**config.mk**
```make
export PLATFORM = sky130hd
export DESIGN_NAME = fccc_ngmux_switch_ctrl
export DESIGN_NICKNAME = d
export VERILOG_FILES = /design/src/rtl/fccc_ngmux_switch_ctrl.sv
export SDC_FILE = /design/constraint.sdc
export NUM_CORES = 1
export LEC_CHECK = 0
export ABC_CLOCK_PERIOD_IN_PS = 2000
export BUFFER_PORTS_ARGS = -buffer_cell sky130_fd_sc_hd__buf_2
export CORE_MARGIN = 10
export CORE_UTILIZATION = 58
export CTS_CLUSTER_DIAMETER = 100
export DETAILED_ROUTE_END_ITERATION = 7
export PLACE_DENSITY = 0.78
export SETUP_SLACK_MARGIN = 0.4
export SYNTH_ARGS = -nofsm -noshare
export SYNTH_HDL_FRONTEND = slang
export SYNTH_SLANG_ARGS = --single-unit
```
**constraint.sdc**
```tcl
create_clock -name CLK -period 2 [get_ports CLK]
set_input_delay 0.1 -clock CLK [delete_from_list [all_inputs] [get_ports CLK]]
set_output_delay 0.1 -clock CLK [all_outputs]
set_load 0.005 [all_outputs]
```
**src/rtl/fccc_ngmux_switch_ctrl.sv**
```systemverilog
// fccc_ngmux_switch_ctrl
//   Sequencer for the NGMUX glitchless clock muxes of an FCCC instance.
//   Runs on a free-running reference clock and drives the NGMUXn_SEL,
//   NGMUXn_HOLD_N and NGMUXn_ARST_N pins directly. A filtered PLL lock
//   gates every request for the PLL source. Channels are switched one at a
//   time with a hold / select / settle sequence, and any channel left on the
//   PLL after lock loss falls back to the bypass source.
//
// Ports
//   CLK           reference clock, rising edge
//   RESET         asynchronous active-high reset
//   PLL_LOCK      raw FCCC LOCK, asynchronous to CLK
//   SEL_REQ       requested source per channel (0 = bypass, 1 = PLL), level
//   NGMUX_SEL     per-channel mux select
//   NGMUX_HOLD_N  per-channel mux hold, active low
//   NGMUX_ARST_N  per-channel mux reset, active low
//   LOCK_OK       filtered lock status
//   BUSY          high whenever the sequencer is not idle
//   DONE          one-cycle pulse at the end of each switch sequence
//   ACTIVE_CH     channel currently (or most recently) being switched
module fccc_ngmux_switch_ctrl #(
  parameter int NUM_CH     = 2,
  parameter int HOLD_CYC   = 4,
  parameter int SETTLE_CYC = 16,
  parameter int LOCK_FILT  = 8,
  parameter int INIT_CYC   = 8,
  parameter int CNT_W      = 8,
  localparam int AW        = (NUM_CH > 1) ? $clog2(NUM_CH) : 1
) (
  input  logic              CLK,
  input  logic              RESET,
  input  logic              PLL_LOCK,
  input  logic [NUM_CH-1:0] SEL_REQ,
  output logic [NUM_CH-1:0] NGMUX_SEL,
  output logic [NUM_CH-1:0] NGMUX_HOLD_N,
  output logic [NUM_CH-1:0] NGMUX_ARST_N,
  output logic              LOCK_OK,
  output logic              BUSY,
  output logic              DONE,
  output logic [AW-1:0]     ACTIVE_CH
);

  localparam logic [CNT_W-1:0] LOCK_LIM   = CNT_W'(LOCK_FILT);
  localparam logic [CNT_W-1:0] HOLD_LAST  = CNT_W'(HOLD_CYC - 1);
  localparam logic [CNT_W-1:0] SETL_LAST  = CNT_W'(SETTLE_CYC - 1);
  localparam logic [CNT_W-1:0] INIT_LAST  = CNT_W'(INIT_CYC - 1);

  typedef enum logic [2:0] {
    S_INIT,
    S_IDLE,
    S_HOLD,
    S_SWITCH,
    S_RELEASE
  } state_t;

  function automatic logic [CNT_W-1:0] sat_inc(input logic [CNT_W-1:0] v,
                                               input logic [CNT_W-1:0] lim);
    return (v >= lim) ? lim : v + 1'b1;
  endfunction

  logic              lock_s1;
  logic              lock_s2;
  logic [CNT_W-1:0]  lock_cnt;
  logic [CNT_W-1:0]  lock_cnt_nxt;

  state_t            state;
  logic [CNT_W-1:0]  seq_cnt;
  logic              dir;

  logic [NUM_CH-1:0] tgt;
  logic [NUM_CH-1:0] pend;
  logic [AW-1:0]     pend_idx;

  // Lock synchroniser and filter. LOCK_OK sets on the same edge the counter
  // reaches the limit, so it rises LOCK_FILT+2 edges after PLL_LOCK and
  // drops one edge after the synchronised low arrives.
  assign lock_cnt_nxt = sat_inc(lock_cnt, LOCK_LIM);

  always_ff @(posedge CLK or posedge RESET) begin
    if (RESET) begin
      lock_s1  <= 1'b0;
      lock_s2  <= 1'b0;
      lock_cnt <= '0;
      LOCK_OK  <= 1'b0;
    end else begin
      lock_s1 <= PLL_LOCK;
      lock_s2 <= lock_s1;
      if (!lock_s2) begin
        lock_cnt <= '0;
        LOCK_OK  <= 1'b0;
      end else begin
        lock_cnt <= lock_cnt_nxt;
        LOCK_OK  <= (lock_cnt_nxt == LOCK_LIM);
      end
    end
  end

  // Pending detection: a PLL request only counts while lock is good, so
  // losing lock turns every channel on the PLL into a pending fallback.
  assign tgt  = SEL_REQ & {NUM_CH{LOCK_OK}};
  assign pend = tgt ^ NGMUX_SEL;

  always_comb begin
    pend_idx = '0;
    for (int i = NUM_CH - 1; i >= 0; i--) begin
      if (pend[i]) pend_idx = AW'(i);
    end
  end

  // Switch sequencer. All pin outputs are registered and change only on
  // state transitions, so each pin moves on exactly one edge.
  always_ff @(posedge CLK or posedge RESET) begin
    if (RESET) begin
      state        <= S_INIT;
      seq_cnt      <= '0;
      dir          <= 1'b0;
      NGMUX_SEL    <= '0;
      NGMUX_HOLD_N <= '1;
      NGMUX_ARST_N <= '0;
      BUSY         <= 1'b1;
      DONE         <= 1'b0;
      ACTIVE_CH    <= '0;
    end else begin
      DONE <= 1'b0;
      case (state)
        S_INIT: begin
          if (seq_cnt == INIT_LAST) begin
            seq_cnt      <= '0;
            NGMUX_ARST_N <= '1;
            BUSY         <= 1'b0;
            state        <= S_IDLE;
          end else begin
            seq_cnt <= seq_cnt + 1'b1;
          end
        end

        S_IDLE: begin
          if (|pend) begin
            ACTIVE_CH              <= pend_idx;
            dir                    <= tgt[pend_idx];
            NGMUX_HOLD_N[pend_idx] <= 1'b0;
            BUSY                   <= 1'b1;
            seq_cnt                <= '0;
            state                  <= S_HOLD;
          end
        end

        S_HOLD: begin
          // A switch towards the PLL is abandoned if lock goes away before
          // SEL has moved; the mux is released on its old source.
          if (dir && !LOCK_OK) begin
            NGMUX_HOLD_N[ACTIVE_CH] <= 1'b1;
            DONE                    <= 1'b1;
            seq_cnt                 <= '0;
            state                   <= S_RELEASE;
          end else if (seq_cnt == HOLD_LAST) begin
            NGMUX_SEL[ACTIVE_CH] <= dir;
            seq_cnt              <= '0;
            state                <= S_SWITCH;
          end else begin
            seq_cnt <= seq_cnt + 1'b1;
          end
        end

        S_SWITCH: begin
          if (seq_cnt == SETL_LAST) begin
            NGMUX_HOLD_N[ACTIVE_CH] <= 1'b1;
            DONE                    <= 1'b1;
            seq_cnt                 <= '0;
            state                   <= S_RELEASE;
          end else begin
            seq_cnt <= seq_cnt + 1'b1;
          end
        end

        S_RELEASE: begin
          BUSY  <= 1'b0;
          state <= S_IDLE;
        end

        default: begin
          BUSY    <= 1'b0;
          seq_cnt <= '0;
          state   <= S_IDLE;
        end
      endcase
    end
  end

endmodule
```
==> results.py <==
metrics = {
    "layout": {
        "nets": 209,
        "drive_above_1_share": 0.342,
        "area_growth_pct": 25.6,
        "antenna_cells": 0,
    },
    "route": {
        "ant_nets": 0,
        "initialDrtViolationCount": 128,
        "wirelength_um": 4030,
        "avgViaCountPerCell": 6.36,
        "vias": 1482,
        "first_pass_iters": 4,
        "drc": 0,
        "wl_per_cell_um": 17.3,
    },
    "setup_path": {
        "crit_path_end_kind": "flip-flop",
        "critPathBufInv": 0,
        "cp.arrival_ps": 2110,
        "required_ps": 2240,
        "cp_slowest_cell": "or4_4",
        "path_cells": "or4_4, nor3_4, nor4b_4, mux2_1",
        "critPathMaxStageDelay_ps": 570,
        "crit_path_start_kind": "flip-flop",
        "critPathMaxFanout": 3,
        "path_delay_family": "simple AND/OR/NAND/NOR gates",
        "critPathKind": "flip-flop to flip-flop",
    },
    "synth": {
        "synth-edff-count": 0,
        "synth.avg_cell_area_sq_um": 10.3,
        "yosys_warnings": 0,
        "netlist_area_sq_mm": 0.00168,
        "ys_types": 60,
        "ys_seq_area_frac": 0.464,
        "synth_ff_type": "dfrtp_1",
        "synthArstFlopShare": 1.00,
        "ys_seq_elements": 31,
        "synth_cells": 163,
    },
    "min_path": {
        "hp-class": "input pin to flip-flop",
    },
    "clock_tree": {
        "worstSkewPairLatency_ps": 340,
        "cts_buffers": 5,
        "cts_root_buf": "clkbuf_4",
        "cts_sinks": 31,
        "htree_levels": 2,
        "cts.clk_slew.worst_paths_ps": 100,
        "cts_tree": "done",
        "cts_buffer_depth": 2,
    },
    "sta": {
        "setup_tns_ps": 0,
        "final_max_slew_viol_count": 0,
        "min_period_over_period": 0.935,
        "hold_viol_final": 0,
        "setup_violations": 0,
        "fmax_ghz": 0.535,
        "finalClockSkew_ps": 10.9,
        "min_period_ps": 1870,
        "rsz0062_at_grt": "true",
    },
    "power": {
        "p_comb_frac": 0.463,
        "p_sw_frac": 0.401,
        "ir_drop_uv": 1030,
        "intPower_mw": 1.68,
        "p_leak_nw": 0.952,
        "p_per_area_mw_per_mm2": 1330,
        "power.total_mw": 2.80,
        "seq_power_share": 0.351,
        "power_switching_mw": 1.12,
        "p_clk_frac": 0.186,
    },
    "global_routing": {
        "grt_overflow": 0,
        "grt_pass1_wl_um": 6760,
        "grt_use_met1": 0.184,
        "grt_most_used_layer": "met2",
        "antenna_found_initial": 0,
        "grt_use_met2": 0.244,
        "grt_util_met3": 0.0552,
        "grt_max_degree": 32,
        "grt_pass1_vias": 1424,
        "grtUsageTotal": 0.156,
    },
    "die": {
        "fp-row-count": 19,
        "die_h_um": 73.8,
        "die_x_um": 73.8,
        "die-area_sq_mm": 0.00545,
        "core_sq_mm": 0.00276,
        "start_util": 0.609,
        "io_pins": 15,
    },
    "place": {
        "portBuffers": 14,
        "hpwl_um": 2600,
        "place_congestion": 0.868,
    },
    "run_status": {
        "status": "completed",
    },
    "job": {
        "max_cap_violations": 0,
    },
}
-- cell usage after synthesis, types with 2 or more instances --
cell type	n	area share
a211oi_1	3	0.013
a21o_1	3	0.013
a21oi_1	8	0.024
a221o_1	2	0.012
a22o_1	3	0.016
and2_1	2	0.0075
and3_1	3	0.011
clkbuf_1	4	0.0089
dfrtp_1	28	0.42
dfstp_2	3	0.047
ha_1	3	0.022
inv_1	9	0.020
mux2_1	2	0.013
nand2_1	9	0.020
nand2b_1	2	0.0075
nand3_1	8	0.024
nand4b_1	2	0.010
nor2_1	11	0.025
nor3_1	4	0.012
nor3b_1	2	0.0089
o211ai_1	2	0.0089
o21a_1	3	0.013
o21ai_0	5	0.015
o21bai_1	3	0.013
or4_1	2	0.0089
xnor2_1	3	0.016
-- repair_timing --
action,in CTS,in global routing
setup buffers,8,2
pin swaps,7,1
cloned,0,0
endpoints found under the hold margin,29,0
endpoints found under the setup margin,13,18
hold buffers,2,0
resized for setup,10,5
-- cells by family after synthesis --
family	Yosys count	share of synthesized area
fa+ha+maj	3	0.0224
xor+xnor	4	0.0209
buf+inv	15	0.0358
simple gates	57	0.211
flops	31	0.464
mux	3	0.0201
compound gates	49	0.224
other cells	1	0.00223
-- worst paths after layout --
| path | start | end | slack, ps | cells after the start |
|---|---|---|---|---|
| max reg2reg | seq_cnt[5]$_DFFE_PP0P_ | NGMUX_SEL[0]$_DFFE_PP0P_ | 130 | 4 |
| min reg2reg | lock_s1$_DFF_PP0_ | lock_s2$_DFF_PP0_ | 360 | 0 |
| max | seq_cnt[5]$_DFFE_PP0P_ | NGMUX_SEL[0]$_DFFE_PP0P_ | 130 | 4 |
| min | SEL_REQ[0] | dir$_DFFE_PP0P_ | 220 | 4 |
| max in group asynchronous | RESET | BUSY$_DFFE_PP1P_ | 1320 | 4 |
| min in group asynchronous | RESET | lock_cnt[5]$_DFF_PP0_ | 370 | 4 |
-- metal layers --
| layer | wire, um | part of all wire | up-vias |
|---|---|---|---|
| met5 | 0 | 0 | - |
| met4 | 101 | 0.025 | 0 |
| met3 | 374 | 0.093 | 10 |
| met2 | 1950 | 0.48 | 76 |
| met1 | 1600 | 0.40 | 713 |
| li1 | - | - | 683 |
-- registers in the layout (all words and copies together), names as in the netlist --
name,flops
lock_cnt,8
seq_cnt,8
state,3
NGMUX_HOLD_N,2
NGMUX_SEL,2
ACTIVE_CH,1
BUSY,1
DONE,1
LOCK_OK,1
NGMUX_ARST_N,1
dir,1
lock_s1,1
lock_s2,1
-- per-stage QoR --
stage	area, sq um	utilization	hold WS (ps)	worst slack, ps	instances
final	2110	0.765	225	130	233
after global routing	2110	0.765	261	59.6	233
after floorplan	1710	-	131	231	166
after detailed placement	1850	0.672	197	129	213
after CTS	2070	0.751	212	153	231
after global placement	1850	0.672	190	183	213
-- worst reg2reg max path, delay by kind of cell, from the launching register on --
kind / cells / cell delay, ps
flip-flops: 1 / 450
multiplexers: 1 / 340
AND/OR/NAND/NOR: 3 / 980
-- placed cells by master, fill, tap and decap left out, types with 4 or more instances in the layout --
cell type  instances
dfrtp_2            6
conb_1             4
a21oi_1            6
buf_2             14
buf_4             18
nand3_1            8
inv_1              9
nand2_1            9
o21ai_0            5
dfrtp_1           22
clkbuf_4           5
nor2_1            10
-- power groups by stage --
stage                     registers, mW  logic, mW  clock network, mW
after CTS                         0.971       1.24              0.523
after floorplan                   0.911      0.821                  0
after global routing               1.01       1.42              0.560
after detailed placement          0.966       1.11                  0
after global placement            0.955       1.09                  0
final                             0.983       1.30              0.519
-- final cells by class --
type                       instances  area, sq um
clock inverter                     2         35.0
timing repair buffer              34          225
fill                             180          648
inverter                           9         33.8
tap                               31         38.8
clock buffer                       6         51.3
multi-input combinational        120          938
sequential                        31          787
(Power assumes the default switching activity.)
